===== src/rtl/ram_loader_if.sv =====
// Byte-stream and RAM-write bundle between the UART receiver, ram_loader and the program RAM.
// No logic: wiring only, zero latency.
// in_valid/in_ready handshake on the byte side; the RAM write side is a plain strobe.
interface ram_loader_if;
  logic [7:0]  in_data;
  logic        in_valid;
  logic        in_ready;
  logic [15:0] mem_addr;
  logic [31:0] mem_d;
  logic        mem_wr;

  // Environment side: drives bytes, observes RAM writes.
  modport master (
    output in_data, in_valid,
    input  in_ready, mem_addr, mem_d, mem_wr
  );

  // Loader side.
  modport slave (
    input  in_data, in_valid,
    output in_ready, mem_addr, mem_d, mem_wr
  );
endinterface


===== src/rtl/ram_loader.sv =====
// Serial boot loader: assembles LE 32-bit words from a byte frame and writes them to RAM.
// Latency: mem_wr one cycle after the 4th byte of a word; done/err one cycle after the last byte.
// Backpressure: never stalls; in_ready is low only in the cycle after reset.
// Optional trailing checksum byte enabled by defining RAM_LOADER_CKSUM_EN.
module ram_loader #(
  parameter logic [15:0] BASE_ADDR = 16'h0000,
  parameter int unsigned WORDS_MAX = 8192,
  parameter logic [7:0]  MAGIC     = 8'hA5
) (
  input  logic        clk,
  input  logic        reset,
  ram_loader_if.slave bus,
  output logic        cpu_hold,
  output logic        done,
  output logic        err
);

  // Address bits [1:0] are ignored so every write is word aligned.
  localparam logic [15:0] BASE_AL = {BASE_ADDR[15:2], 2'b00};

  typedef enum logic [2:0] {
    S_IDLE,
    S_LEN0,
    S_LEN1,
    S_DATA,
    S_FIN,
    S_ERR
`ifdef RAM_LOADER_CKSUM_EN
    , S_CSUM
`endif
  } state_t;

  state_t      state_q, state_d;
  logic        in_ready_q;
  logic [1:0]  lane_q, lane_d;
  logic [15:0] idx_q, idx_d;
  logic [15:0] len_q, len_d;
  logic [31:0] word_q, word_d;
  logic [15:0] mem_addr_q, mem_addr_d;
  logic [31:0] mem_d_q, mem_d_d;
  logic        mem_wr_q, mem_wr_d;
`ifdef RAM_LOADER_CKSUM_EN
  logic [7:0]  sum_q, sum_d;
`endif

  logic        accept;
  logic [15:0] len_w;
  logic [31:0] word_w;
  logic [15:0] idx_inc;

  assign accept  = bus.in_valid && in_ready_q;
  assign len_w   = {bus.in_data, len_q[7:0]};
  // Bytes arrive LSB first, so each new byte enters at the top and older ones shift down.
  assign word_w  = {bus.in_data, word_q[31:8]};
  assign idx_inc = idx_q + 16'd1;

  assign bus.in_ready = in_ready_q;
  assign bus.mem_addr = mem_addr_q;
  assign bus.mem_d    = mem_d_q;
  assign bus.mem_wr   = mem_wr_q;

  // Frame parser: next state, word assembly, write request and status decode.
  always_comb begin
    state_d    = state_q;
    lane_d     = lane_q;
    idx_d      = idx_q;
    len_d      = len_q;
    word_d     = word_q;
    mem_addr_d = mem_addr_q;
    mem_d_d    = mem_d_q;
    mem_wr_d   = 1'b0;
`ifdef RAM_LOADER_CKSUM_EN
    sum_d      = sum_q;
`endif
    cpu_hold   = (state_q != S_IDLE);
    done       = (state_q == S_FIN);
    err        = (state_q == S_ERR);

    case (state_q)
      S_IDLE: begin
        if (accept && (bus.in_data == MAGIC)) begin
          state_d = S_LEN0;
          lane_d  = 2'd0;
          idx_d   = 16'd0;
`ifdef RAM_LOADER_CKSUM_EN
          sum_d   = 8'd0;
`endif
        end
      end
      S_LEN0: begin
        if (accept) begin
          len_d   = {8'h00, bus.in_data};
          state_d = S_LEN1;
        end
      end
      S_LEN1: begin
        if (accept) begin
          len_d = len_w;
          if (32'(len_w) > WORDS_MAX) begin
            state_d = S_ERR;
          end else if (len_w == 16'd0) begin
`ifdef RAM_LOADER_CKSUM_EN
            state_d = S_CSUM;
`else
            state_d = S_FIN;
`endif
          end else begin
            state_d = S_DATA;
          end
        end
      end
      S_DATA: begin
        if (accept) begin
          word_d = word_w;
          lane_d = lane_q + 2'd1;
`ifdef RAM_LOADER_CKSUM_EN
          sum_d  = sum_q + bus.in_data;
`endif
          if (lane_q == 2'd3) begin
            mem_wr_d   = 1'b1;
            mem_d_d    = word_w;
            mem_addr_d = BASE_AL + {idx_q[13:0], 2'b00};
            idx_d      = idx_inc;
            if (idx_inc == len_q) begin
`ifdef RAM_LOADER_CKSUM_EN
              state_d = S_CSUM;
`else
              state_d = S_FIN;
`endif
            end
          end
        end
      end
`ifdef RAM_LOADER_CKSUM_EN
      S_CSUM: begin
        if (accept) begin
          state_d = (8'(sum_q + bus.in_data) == 8'h00) ? S_FIN : S_ERR;
        end
      end
`endif
      S_FIN:   state_d = S_IDLE;
      S_ERR:   state_d = S_IDLE;
      default: state_d = S_IDLE;
    endcase
  end

  // State and datapath registers; reset drops any partially assembled word.
  always_ff @(posedge clk) begin
    if (reset) begin
      state_q    <= S_IDLE;
      in_ready_q <= 1'b0;
      lane_q     <= 2'd0;
      idx_q      <= 16'd0;
      len_q      <= 16'd0;
      word_q     <= 32'd0;
      mem_addr_q <= BASE_AL;
      mem_d_q    <= 32'd0;
      mem_wr_q   <= 1'b0;
`ifdef RAM_LOADER_CKSUM_EN
      sum_q      <= 8'd0;
`endif
    end else begin
      state_q    <= state_d;
      in_ready_q <= 1'b1;
      lane_q     <= lane_d;
      idx_q      <= idx_d;
      len_q      <= len_d;
      word_q     <= word_d;
      mem_addr_q <= mem_addr_d;
      mem_d_q    <= mem_d_d;
      mem_wr_q   <= mem_wr_d;
`ifdef RAM_LOADER_CKSUM_EN
      sum_q      <= sum_d;
`endif
    end
  end

endmodule


===== src/flat_wrapper.sv =====
// flat-port wrapper written by rule: the top's interface ports become plain ports
module ram_loader_flat 
#(
  parameter logic [15:0] BASE_ADDR = 16'h0000,
  parameter int unsigned WORDS_MAX = 8192,
  parameter logic [7:0]  MAGIC     = 8'hA5
)
  (clk, reset, cpu_hold, done, err, bus_in_data, bus_in_valid, bus_in_ready, bus_mem_addr, bus_mem_d, bus_mem_wr);
  ram_loader_if bus_i ();
  input  logic clk;
  input  logic reset;
  output logic cpu_hold;
  output logic done;
  output logic err;
  input wire logic [$bits(bus_i.in_data)-1:0] bus_in_data;
  input wire logic [$bits(bus_i.in_valid)-1:0] bus_in_valid;
  output wire logic [$bits(bus_i.in_ready)-1:0] bus_in_ready;
  output wire logic [$bits(bus_i.mem_addr)-1:0] bus_mem_addr;
  output wire logic [$bits(bus_i.mem_d)-1:0] bus_mem_d;
  output wire logic [$bits(bus_i.mem_wr)-1:0] bus_mem_wr;
  assign bus_i.in_data = bus_in_data;
  assign bus_i.in_valid = bus_in_valid;
  assign bus_in_ready = bus_i.in_ready;
  assign bus_mem_addr = bus_i.mem_addr;
  assign bus_mem_d = bus_i.mem_d;
  assign bus_mem_wr = bus_i.mem_wr;
  ram_loader #(.BASE_ADDR(BASE_ADDR), .WORDS_MAX(WORDS_MAX), .MAGIC(MAGIC)) u_core (.clk(clk), .reset(reset), .bus(bus_i), .cpu_hold(cpu_hold), .done(done), .err(err));
endmodule

===== config.mk =====
export PLATFORM = sky130hd
export DESIGN_NAME = ram_loader_flat
export DESIGN_NICKNAME = d
export VERILOG_FILES = /design/src/rtl/ram_loader_if.sv /design/src/rtl/ram_loader.sv /design/src/flat_wrapper.sv
export SDC_FILE = /design/constraint.sdc
export NUM_CORES = 1
export LEC_CHECK = 0
export ABC_CLOCK_PERIOD_IN_PS = 5300
export CAP_MARGIN = 20
export CORE_UTILIZATION = 40
export CTS_CLUSTER_DIAMETER = 80
export DETAILED_ROUTE_END_ITERATION = 7
export GPL_TIMING_DRIVEN = 0
export PLACE_DENSITY = 0.6
export RECOVER_POWER = 100
export SKIP_CTS_REPAIR_TIMING = 1
export SLEW_MARGIN = 20
export SYNTH_ARGS = -nofsm -noshare
export SYNTH_HDL_FRONTEND = slang
export SYNTH_SLANG_ARGS = --single-unit

===== constraint.sdc =====
create_clock -name clk -period 5.3 [get_ports clk]
set_input_delay 0.795 -clock clk [delete_from_list [all_inputs] [get_ports clk]]
set_output_delay 0.795 -clock clk [all_outputs]
set_load 0.1 [all_outputs]

======== Word level (Yosys, flattened, before mapping) ========
Index checks and enable logic that the tools add are counted.
Widths: inputs -> output; s select.
storage, ports and cells
  latch bits .............................. 0
  memory bits (writable) .................. 0
  bits in read-only memories .............. 0
  word-level logic and storage cells ...... 66
  output and inout port bits .............. 53
  memories ................................ 0
  register bits ........................... 117
cells by class
  divide/modulo/power cells ............... 0
  reductions and logical operators ........ 15
  bitwise logic cells ..................... 3
  $lt $le $gt $ge ......................... 1
  shift-type cells ........................ 0
  add/subtract/negate cells ............... 2
  equality and inequality tests ........... 14
  $mul .................................... 0
  mux-type cells .......................... 21
operators by type and width
  operator               number
  $mux 16                5
  $pmux 16 s2            2
  $mux 3                 8
  $add 16x1->16 const B  1
  $eq 16x16->1           1
  $gt 16x14->1 const B   1
  $logic_not 16->1       1
  $ne 2x1->1 const B     6
  $pmux 3 s4             1
  $reduce_and 3->1       4
  $eq 8x8->1 const B     1
  $eq 3x2->1 const B     2
  $eq 3x3->1 const B     2
  $reduce_and 6->1       1
  $mux 2                 2
  $pmux 2 s2             1
  $reduce_and 4->1       1
  $reduce_bool 2->1      2
  $eq 3x1->1 const B     1
  $logic_not 3->1        1
  $not 1->1              3
  $reduce_bool 3->1      1
  $reduce_or 3->1        1
  $add 2x1->2 const B    1
  4 further kinds        6

======== Logic depth before layout (Yosys ltp) ========
Gate-level depths: netlist (run 1).
  word-level depth ........................ 6
  mapped depth ............................ 8

======== Worst setup path before layout (run 1) ========
OpenSTA, ideal clock, no wires.
  path type ............................... register -> output
  start ................................... register u_core.state_q[2]
  end ..................................... output port done
  stages on the path, launching flop included .. 3
  slack ................................... 1.623 ns
  arrival ................................. 2.882 ns
  data required time ...................... 4.505 ns
  cell sequence ........................... dfxtp_1 clkbuf_1 nor3b_1
between the ends
  longest elaborated chain between the ends .. 1
RTL lines
  element                 RTL line            text
  start, declared         ram_loader.sv:33    state_t state_q, state_d;
  start signal, assigned  ram_loader.sv:163   state_q <= state_d;
  $eq 3x3->1              ram_loader.sv:76    done = (state_q == S_FIN);
  end, declared           flat_wrapper.sv:13  output logic done;
Every way passes these cells.

======== Worst setup path in the final report (run 1) ========
  start ................................... input port bus_in_data[3]
  end ..................................... register u_core.idx_q[8]
between the ends
  longest elaborated chain between the ends .. 4
RTL lines
  element                     RTL line            text
  start, declared             flat_wrapper.sv:15  input wire logic [$bits(bus_i.in_data)-1:0] bus_in_data;
  $eq 8x8->1                  ram_loader.sv:81    if (accept && (bus.in_data == MAGIC)) begin
  $logic_and 1x1->1           ram_loader.sv:81
  $ne 2x1->1 (no line)        --
  $reduce_and 4->1 (no line)  --
  end signal, assigned        ram_loader.sv:166   idx_q <= idx_d;
  end, declared               ram_loader.sv:36    logic [15:0] idx_q, idx_d;
Every way passes these cells.
A chain may end at the register's enable or synchronous reset.

==> metrics.txt, run 1 <==
status complete, but fails checks; failing checks DRC; initial antenna violation count 0; Seq/Total Area, Yosys 45.80%; PwrDens 265.4 nW/um^2; final worst setup slack 1.985 ns; commonest non-fill, non-tap cell in the layout nand2_1; port buffer count 59; WL/cell 15.20 um; CTS sink count 109; dpl ws 1.771 ns; CTS root buffer clkbuf_16; commonest non-fill, non-tap cells in the layout 162 x nand2_1, 109 x dfxtp_1, 100 x a21oi_1; routed vias 4443; Final period util 62.55%; Synth Flop Type dfxtp_1; Worst Path Arrival 3.52 ns; RR Startpoint u_core.idx_q[1]; Max VDD drop 0.1365 mV; ANT cells 0; end point of the critical path u_core.idx_q[8]; synth unique cells 59; max incr delay on CP 0.66 ns; Initial Util 41.37%; row count 39; top cell type's share of synthesized area 45.80%; overall routing resource usage 21.06%; async set or reset register ratio after synthesis 0%; first drt pass iteration count 7; CP endpoint kind flip-flop; leading area contributor after synthesis dfxtp_1; Clock Latency Late Sink 0.35 ns; Reg area 2182 um^2; Static Leak 2.087 nW; RD Place Congestion 0.8631; fin nets 686; FF-to-FF setup slack 2.27 ns; Multi-input gate area 2311 um^2; max cap viols 0; number of global-route vias before repair 4157; I/O pin total 64; Post-Route WL 12.48 mm; top cells by area, synth dfxtp_1 46%, nand2_1 13%, a21oi_1 11%; family with the most delay on the worst path compound AO/OA/AOI/OAI gates; crit path max-delay cell type dlygate4sd3_1; Design Power 1.544 mW; endpoints failing setup 0; Worst Hold Class flip-flop to flip-flop; CP required 5.50 ns; worst path cell trace dlygate4sd3_1, nor4_1, nand3_1, a21oi_1, o21ai_0, clkbuf_1, o21ai_0, a21oi_1; # H-tree levels 3; fin. max-slew vios 0; Slew headroom 2.781%; largest net degree at the start of global routing 21; Synth Register Bits 109; CTS Buf Count 9; Critical Path Fanout Max 10; cells after synthesis 602; vias per cell 5.412; maximum clock rate 0.3016 GHz; Period minus WS final 3.315 ns; clock slew at reported path FFs 0.07 ns; Final Non-Filler Cells 821; Final HPWL DP 9.163 mm; Worst-Margin Slew 1.438 ns; FILL cells 1132; Worst Setup Start Kind primary input; total gr overflow 0; R2R cell count 7; Die Wd 111.1 um; Crit path buffers/inverters 2; Die ar. 12350 um^2; Critical R2R Capture u_core.state_q[2]; Crit. Startpoint bus_in_data[3]; Hold Slack 0.4525 ns; first-pass GRT wire length 20.79 mm; final-report hold violation count 0; Clock Tree Buf Depth 2; Final ANT Viol Nets 0; Syn Std Cell Area 4765 um^2; initial DRC count 271; area delta synth->final 22.09%; syn avg cell area 7.915 um^2; residual DRC count 4; setup_tns 0 ns; Core Area 11520 um^2; yosys warns 0; Crit path depth 8; WS Path Type primary input to flip-flop; fraction of layout cells with a size suffix above 1 5.605%; Post-synth EDFFs 0; CTS tree done; RSZ-0062 raised after global routing no; Cells after DPL 805; Die H 111.1 um; skew final 0.009564 ns
power by group:
| part | internal, mW | switching (mW) | total, mW |
|---|---|---|---|
| sequential | 0.818 | 0.000431 | 0.819 |
| clock | 0.346 | 0.334 | 0.679 |
| combinational | 0.0102 | 0.0353 | 0.0455 |
| total | 1.17 | 0.369 | 1.54 |
flip-flops by register name, summed over array words and instances, names as in the netlist:
register             count
u_core.len_q            16
u_core.bus.in_ready      1
u_core.lane_q            2
u_core.idx_q            16
u_core.bus.mem_d        32
u_core.bus.mem_wr        1
u_core.bus.mem_addr     14
u_core.word_q           24
u_core.state_q           3
kinds of logic after synthesis:
| family | after synthesis | synth area share, % |
|---|---|---|
| adder cells (fa/ha/maj) | 2 | 0.5251 |
| XOR/XNOR | 20 | 3.677 |
| multiplexers | 2 | 0.4202 |
| flip-flops | 109 | 45.80 |
| buffers and inverters | 53 | 5.305 |
| AO/OA/AOI/OAI | 148 | 17.81 |
| other | 1 | 0.07871 |
| AND/OR/NAND/NOR | 267 | 26.39 |
through the flow:
step | utilization (%) | area [um^2]
after global routing | 50.51 | 5817
after global placement | 48.09 | 5538
after floorplan | - | 4768
after CTS | 50.76 | 5846
after detailed placement | 48.14 | 5544
final | 50.51 | 5817
worst reg2reg max path, cell delays in order (launching register included):
cell and delay (ns):
dfxtp_1 0.49, ha_1 0.32, nand3_2 0.17, nor3_1 0.47, nand4b_1 0.17, a32o_1 0.32
or4_1 0.59, a2111oi_0 0.39
area by class of cell:
cell class,instances,area share [%]
Multi-Input combinational cell,441,39.73
Sequential cell,109,37.51
Timing Repair Buffer,59,10.15
Clock buffer,10,4.108
Buffer,46,3.893
Tap cell,143,3.076
Clock inverter,6,1.075
Inverter,7,0.4517
routing by layer:
metal	vias up	GRT usage [%]	part of all wire, %
li1	2211	-	-
met1	2080	30.13	51
met2	132	31.49	42
met3	20	2.788	4.2
met4	0	9.369	2.4
met5	-	0	0
worst min-delay path by stage:
| stage | from | end | slack, ns | cells after the start |
|---|---|---|---|---|
| floorplan | u_core.word_q[8] | u_core.bus.mem_d[0] | 0.43 | 2 |
| global placement | u_core.bus.mem_d[7] | u_core.bus.mem_d[7] | 0.44 | 2 |
| detailed placement | u_core.bus.mem_addr[15] | u_core.bus.mem_addr[15] | 0.45 | 2 |
| CTS | u_core.bus.mem_addr[11] | u_core.bus.mem_addr[11] | 0.46 | 2 |
| global route | u_core.bus.mem_addr[9] | u_core.bus.mem_addr[9] | 0.47 | 2 |
| finish | u_core.bus.mem_addr[14] | u_core.bus.mem_addr[14] | 0.45 | 2 |
synthesized netlist by cell type, drive strengths merged, types with 2 or more instances:
cell type,number
nand2,162
dfxtp,109
a21oi,100
clkbuf,36
nor2,31
nand3,22
o21ai,16
xnor2,14
a22oi,11
buf,9
inv,7
nand3b,7
or3,7
a31oi,6
nor4,6
xor2,6
nand4,5
nor3,5
or4,4
a211oi,3
and2,3
and3,3
nand4b,3
and4,2
ha,2
mux2i,2
nor2b,2
nor4b,2
Power figures use the tool's default switching activity.
==> run 2: changes to the inputs <==
ABC_CLOCK_PERIOD_IN_PS = 3400   (was 5300)
clock period = 3.4 ns   (was 5.3 ns; I/O delays follow)
==> run 2 against run 1 <==
The run ends with DRC, capacitance limit left. Global-route usage did not move. Largest cell class unchanged. Utilization rose by 0.15 points. Clock-buffer cell count did not move. Via count fell by 0.25%.
==> metrics.txt, run 2 (synthesis results as in run 1) <==
row count 39 (unchanged); final core occ 50.66% (was 50.51%); Post-Route WL 12.45 mm (was 12.48 mm); vias per cell 5.398 (was 5.412); commonest non-fill, non-tap cells in the layout 162 x nand2_1, 109 x dfxtp_1, 100 x a21oi_1 (unchanged); max cap viols 1 (was 0); Initial Util 41.37% (unchanged); I/O pin total 64 (unchanged); RD Place Congestion 0.8631 (unchanged); endpoints failing setup 0 (unchanged); routed vias 4432 (was 4443); commonest non-fill, non-tap cell in the layout nand2_1 (unchanged); first drt pass iteration count 7 (unchanged); ANT cells 0 (unchanged); max FFs per register 32 (unchanged); Worst-Margin Slew 1.463 ns (was 1.438 ns); Hold Slack 0.4525 ns (about the same); port buffer count 59 (unchanged); Max VDD drop 0.2115 mV (was 0.1365 mV); initial antenna violation count 0 (unchanged); area delta synth->final 22.45% (was 22.09%); DP Area 5544 um^2 (unchanged); CTS sink count 109 (unchanged); CTS tree done (unchanged); Clock Tree Buf Depth 2 (unchanged); number of global-route vias before repair 4157 (unchanged); PwrDens 412.3 nW/um^2 (was 265.4 nW/um^2); WS Path Type flip-flop to output pin (was primary input to flip-flop); CTS root buffer clkbuf_16 (unchanged); CP endpoint kind output pin (was flip-flop); Final Non-Filler Cells 821 (unchanged); largest net degree at the start of global routing 21 (unchanged); Die H 111.1 um (unchanged); Critical Path Fanout Max 10 (unchanged); Worst Path Arrival 2.53 ns (was 3.52 ns); Period minus WS final 3.043 ns; Die ar. 12350 um^2 (unchanged); Design Power 2.406 mW (was 1.544 mW); Final HPWL DP 9.163 mm (unchanged); skew final 0.009855 ns (was 0.009564 ns); final instance area 5834 um^2 (was 5817 um^2); maximum clock rate 0.3286 GHz; Final period util 89.50%; fin nets 686 (unchanged); residual DRC count 4 (unchanged); # H-tree levels 3 (unchanged); Clock Latency Late Sink 0.35 ns (about the same); Slew headroom 1.117% (was 2.781%); total gr overflow 0 (unchanged); clock slew at reported path FFs 0.07 ns (about the same); CTS Buf Count 9 (unchanged); Core Area 11520 um^2 (unchanged); failing checks DRC, capacitance limit (was DRC); RSZ-0062 raised after global routing no (unchanged); first-pass GRT wire length 20.79 mm (unchanged); final-report hold violation count 0 (unchanged); fin. max-slew vios 0 (unchanged); Worst Hold Class flip-flop to flip-flop (unchanged); Worst Setup Start Kind flip-flop (was primary input); setup_tns 0 ns (unchanged); Cells after DPL 805 (unchanged); Final ANT Viol Nets 0 (unchanged); overall routing resource usage 21.06% (unchanged); status complete, but fails checks (unchanged); final worst setup slack 0.3569 ns (was 1.985 ns); dpl ws 0.1556 ns (was 1.771 ns); Die Wd 111.1 um (unchanged); initial DRC count 270 (was 271); fraction of layout cells with a size suffix above 1 5.752% (was 5.605%); Static Leak 2.089 nW (was 2.087 nW); WL/cell 15.16 um (was 15.20 um); CP required 2.89 ns (was 5.50 ns)
## run 2: changes by cell type in the layout (fill, tap and decap cells not counted)
cell | before | now
nand3_1 | 20 | 21
or4_4 | 0 | 1
clkbuf_1 | 34 | 35
nand3_2 | 1 | 0
a2111oi_4 | 0 | 1
buf_1 | 1 | 0
or4_1 | 4 | 3
a2111oi_0 | 1 | 0
## run 2: path summary, 6_finish.rpt
kind                                         startpoint                 endpoint  slack (ns)  cells after the start
worst max register to register          u_core.idx_q[1]        u_core.state_q[2]        0.37                      7
worst min-delay path            u_core.bus.mem_addr[14]  u_core.bus.mem_addr[14]        0.45                      2
worst max-delay path                  u_core.state_q[2]                     done        0.36                      3
worst min register to register  u_core.bus.mem_addr[14]  u_core.bus.mem_addr[14]        0.45                      2
## run 2: routing by layer
metal | routed length, um | vias to the layer above | track usage [%]
met2 | 5338 | 133 | 31.49
met4 | 286 | 0 | 9.369
met3 | 549 | 18 | 2.788
met5 | 0 | - | 0
li1 | - | 2207 | -
met1 | 6273 | 2074 | 30.13
## run 2: cell type report
type                            count  area [um^2]
Buffer                             46        226.5
Clock buffer                       10        239.0
Clock inverter                      6        62.56
Fill cell                        1130         5682
Inverter                            7        26.28
Multi-Input combinational cell    441         2328
Sequential cell                   109         2182
Tap cell                          143        178.9
Timing Repair Buffer               59        590.6
## run 2: worst max-delay path, cell delays in order (launching register included)
cell and delay (ns):
dfxtp_1 0.35, clkbuf_1 0.39, nor3b_1 0.22, dlygate4sd3_1 1.23
## run 2: power breakdown
group	total, mW	switching (mW)	internal [mW]
Combinational	0.0712	0.0552	0.0160
Sequential	1.28	0.000674	1.28
Clock	1.06	0.519	0.539
Total	2.41	0.575	1.83
==> run 3: changes to the inputs <==
SETUP_SLACK_MARGIN = 0.3   (was unset)
==> run 3 against run 2 <==
The flow still finishes with violations (DRC, capacitance limit). Cell area is 0.69% lower. Largest power group unchanged. Maximum frequency increased by 0.59%. Die area stayed put. Clock skew fell by 0.0040 ns. Power fell by 1.7%. Setup slack better by 0.018 ns. Utilization is 0.35 points lower. Combinational power barely moved. Flip-flop and latch count unchanged.
==> metrics.txt, run 3 (synthesis results as in run 1) <==
vias per cell 5.334 (was 5.398); WS Path Type primary input to flip-flop (was flip-flop to output pin); Internal Pwr Total 1.803 mW (was 1.831 mW); RD Place Congestion 0.8403 (was 0.8631); Worst Hold Class flip-flop to flip-flop (unchanged); routed vias 4379 (was 4432); overall routing resource usage 21.39% (was 21.06%); CP endpoint kind flip-flop (was output pin); Final ANT Viol Nets 0 (unchanged); CTS root buffer clkbuf_16 (unchanged); Final HPWL DP 9.343 mm (was 9.163 mm); skew final 0.005859 ns (was 0.009855 ns); CTS sink count 109 (unchanged); port buffer count 59 (unchanged); status complete, but fails checks (unchanged); Worst-Margin Slew 1.460 ns (was 1.463 ns); fin. max-slew vios 0 (unchanged); Final Non-Filler Cells 821 (unchanged); row count 39 (unchanged); Die H 111.1 um (unchanged); RR Startpoint u_core.idx_q[1] (unchanged); Switch Pwr 0.5611 mW (was 0.5750 mW); Critical R2R Capture u_core.state_q[2] (unchanged); Clock Tree Buf Depth 2 (unchanged); Critical Path Fanout Max 5 (was 10); Max VDD drop 0.2119 mV (was 0.2115 mV); fraction of layout cells with a size suffix above 1 5.752% (unchanged); sequential share of power 54.0% (was 53.1%); I/O pin total 64 (unchanged); initial antenna violation count 0 (unchanged); maximum clock rate 0.3306 GHz (was 0.3286 GHz); clock power share 43.0% (was 44.0%); PwrDens 408.0 nW/um^2 (was 412.3 nW/um^2); clock slew at reported path FFs 0.08 ns (was 0.07 ns); Design Power 2.364 mW (was 2.406 mW); setup_tns 0 ns (unchanged); CTS tree done (unchanged); DP Area 5549 um^2 (was 5544 um^2); dpl ws 0.1465 ns (was 0.1556 ns); failing checks DRC, capacitance limit (unchanged); first drt pass iteration count 7 (unchanged); Initial Util 41.37% (unchanged); total gr overflow 0 (unchanged); Core Area 11520 um^2 (unchanged); final-report hold violation count 0 (unchanged); FF-to-FF setup slack 0.46 ns (was 0.37 ns); ANT cells 0 (unchanged); number of global-route vias before repair 4080 (was 4157); Worst Path Arrival 3.26 ns (was 2.53 ns); Post-Route WL 12.57 mm (was 12.45 mm); end point of the critical path u_core.state_q[2] (was done); residual DRC count 4 (unchanged); R2R cell count 7 (unchanged); Slew headroom 1.326% (was 1.117%); max FFs per register 32 (unchanged); final worst setup slack 0.3748 ns (was 0.3569 ns); switch share 23.74% (was 23.90%); commonest non-fill, non-tap cells in the layout 162 x nand2_1, 109 x dfxtp_1, 100 x a21oi_1 (unchanged); first-pass GRT wire length 20.96 mm (was 20.79 mm); initial DRC count 282 (was 270); commonest non-fill, non-tap cell in the layout nand2_1 (unchanged); CTS Buf Count 9 (unchanged); Worst Setup Start Kind primary input (was flip-flop); # H-tree levels 3 (unchanged); CP required 3.64 ns (was 2.89 ns); area delta synth->final 21.61% (was 22.45%); WL/cell 15.31 um (was 15.16 um); Gate power share 3.0% (about the same); Period minus WS final 3.025 ns (was 3.043 ns); FILL cells 1168 (was 1130); max cap viols 1 (unchanged); endpoints failing setup 0 (unchanged); Final period util 88.98% (was 89.50%); Static Leak 2.064 nW (was 2.089 nW); fin nets 686 (unchanged); final instance area 5794 um^2 (was 5834 um^2); Cells after DPL 805 (unchanged); Clock Latency Late Sink 0.35 ns (about the same); Die ar. 12350 um^2 (unchanged); Die Wd 111.1 um (unchanged); RSZ-0062 raised after global routing no (unchanged); largest net degree at the start of global routing 20 (was 21); Crit. Startpoint bus_in_data[3] (was u_core.state_q[2])
run 3: power groups by stage:
stage               clock network, mW  logic [mW]  registers, mW
floorplan                           0      0.0352           1.31
global placement                    0      0.0714           1.31
detailed placement                  0      0.0719           1.31
CTS                              1.04      0.0720           1.28
global route                     1.10      0.0759           1.28
finish                           1.02      0.0710           1.28
run 3: worst min path at each step:
stage / start / endpoint / cells after the start
2_1_floorplan: u_core.word_q[8] / u_core.bus.mem_d[0] / 2
3_3_place_gp: u_core.bus.mem_d[7] / u_core.bus.mem_d[7] / 2
3_5_place_dp: u_core.bus.mem_addr[11] / u_core.bus.mem_addr[11] / 2
4_1_cts: u_core.bus.mem_addr[11] / u_core.bus.mem_addr[11] / 2
5_1_grt: u_core.bus.mem_addr[3] / u_core.bus.mem_addr[3] / 2
6_report: u_core.bus.mem_d[12] / u_core.bus.mem_d[12] / 2
run 3: cell type report:
cell class	count	area, um^2	area share [%]
clock buffer	10	229.0	3.952
tap	143	178.9	3.088
timing repair buffer	59	578.1	9.976
inverter	7	26.28	0.4535
buffer	46	226.5	3.908
clock inverter	6	52.55	0.9069
sequential	109	2182	37.66
multi-input combinational	441	2321	40.06
run 3: metrics by stage:
step                      hold WS, ns  utilization, %
after detailed placement       0.4467           48.19
after CTS                      0.4567           50.63
final                          0.4535           50.32
after global routing           0.4728           50.32
after global placement         0.4439           48.13
after floorplan                0.4322               -
run 3: routing by layer:
metal  GRT usage (%)  wire, um  up-vias
met4           7.658       269        0
li1                -         -     2197
met5               0         0        -
met1           30.03      6154     2047
met2           32.29      5469      117
met3           4.483       674       18
run 3: critical path, cell delays in order:
cell	delay, ns
dlygate4sd3_1	0.65
nor4_1	0.46
nand2_1	0.14
a221oi_1	0.40
nand4_2	0.14
or4_1	0.57
a2111oi_0	0.39
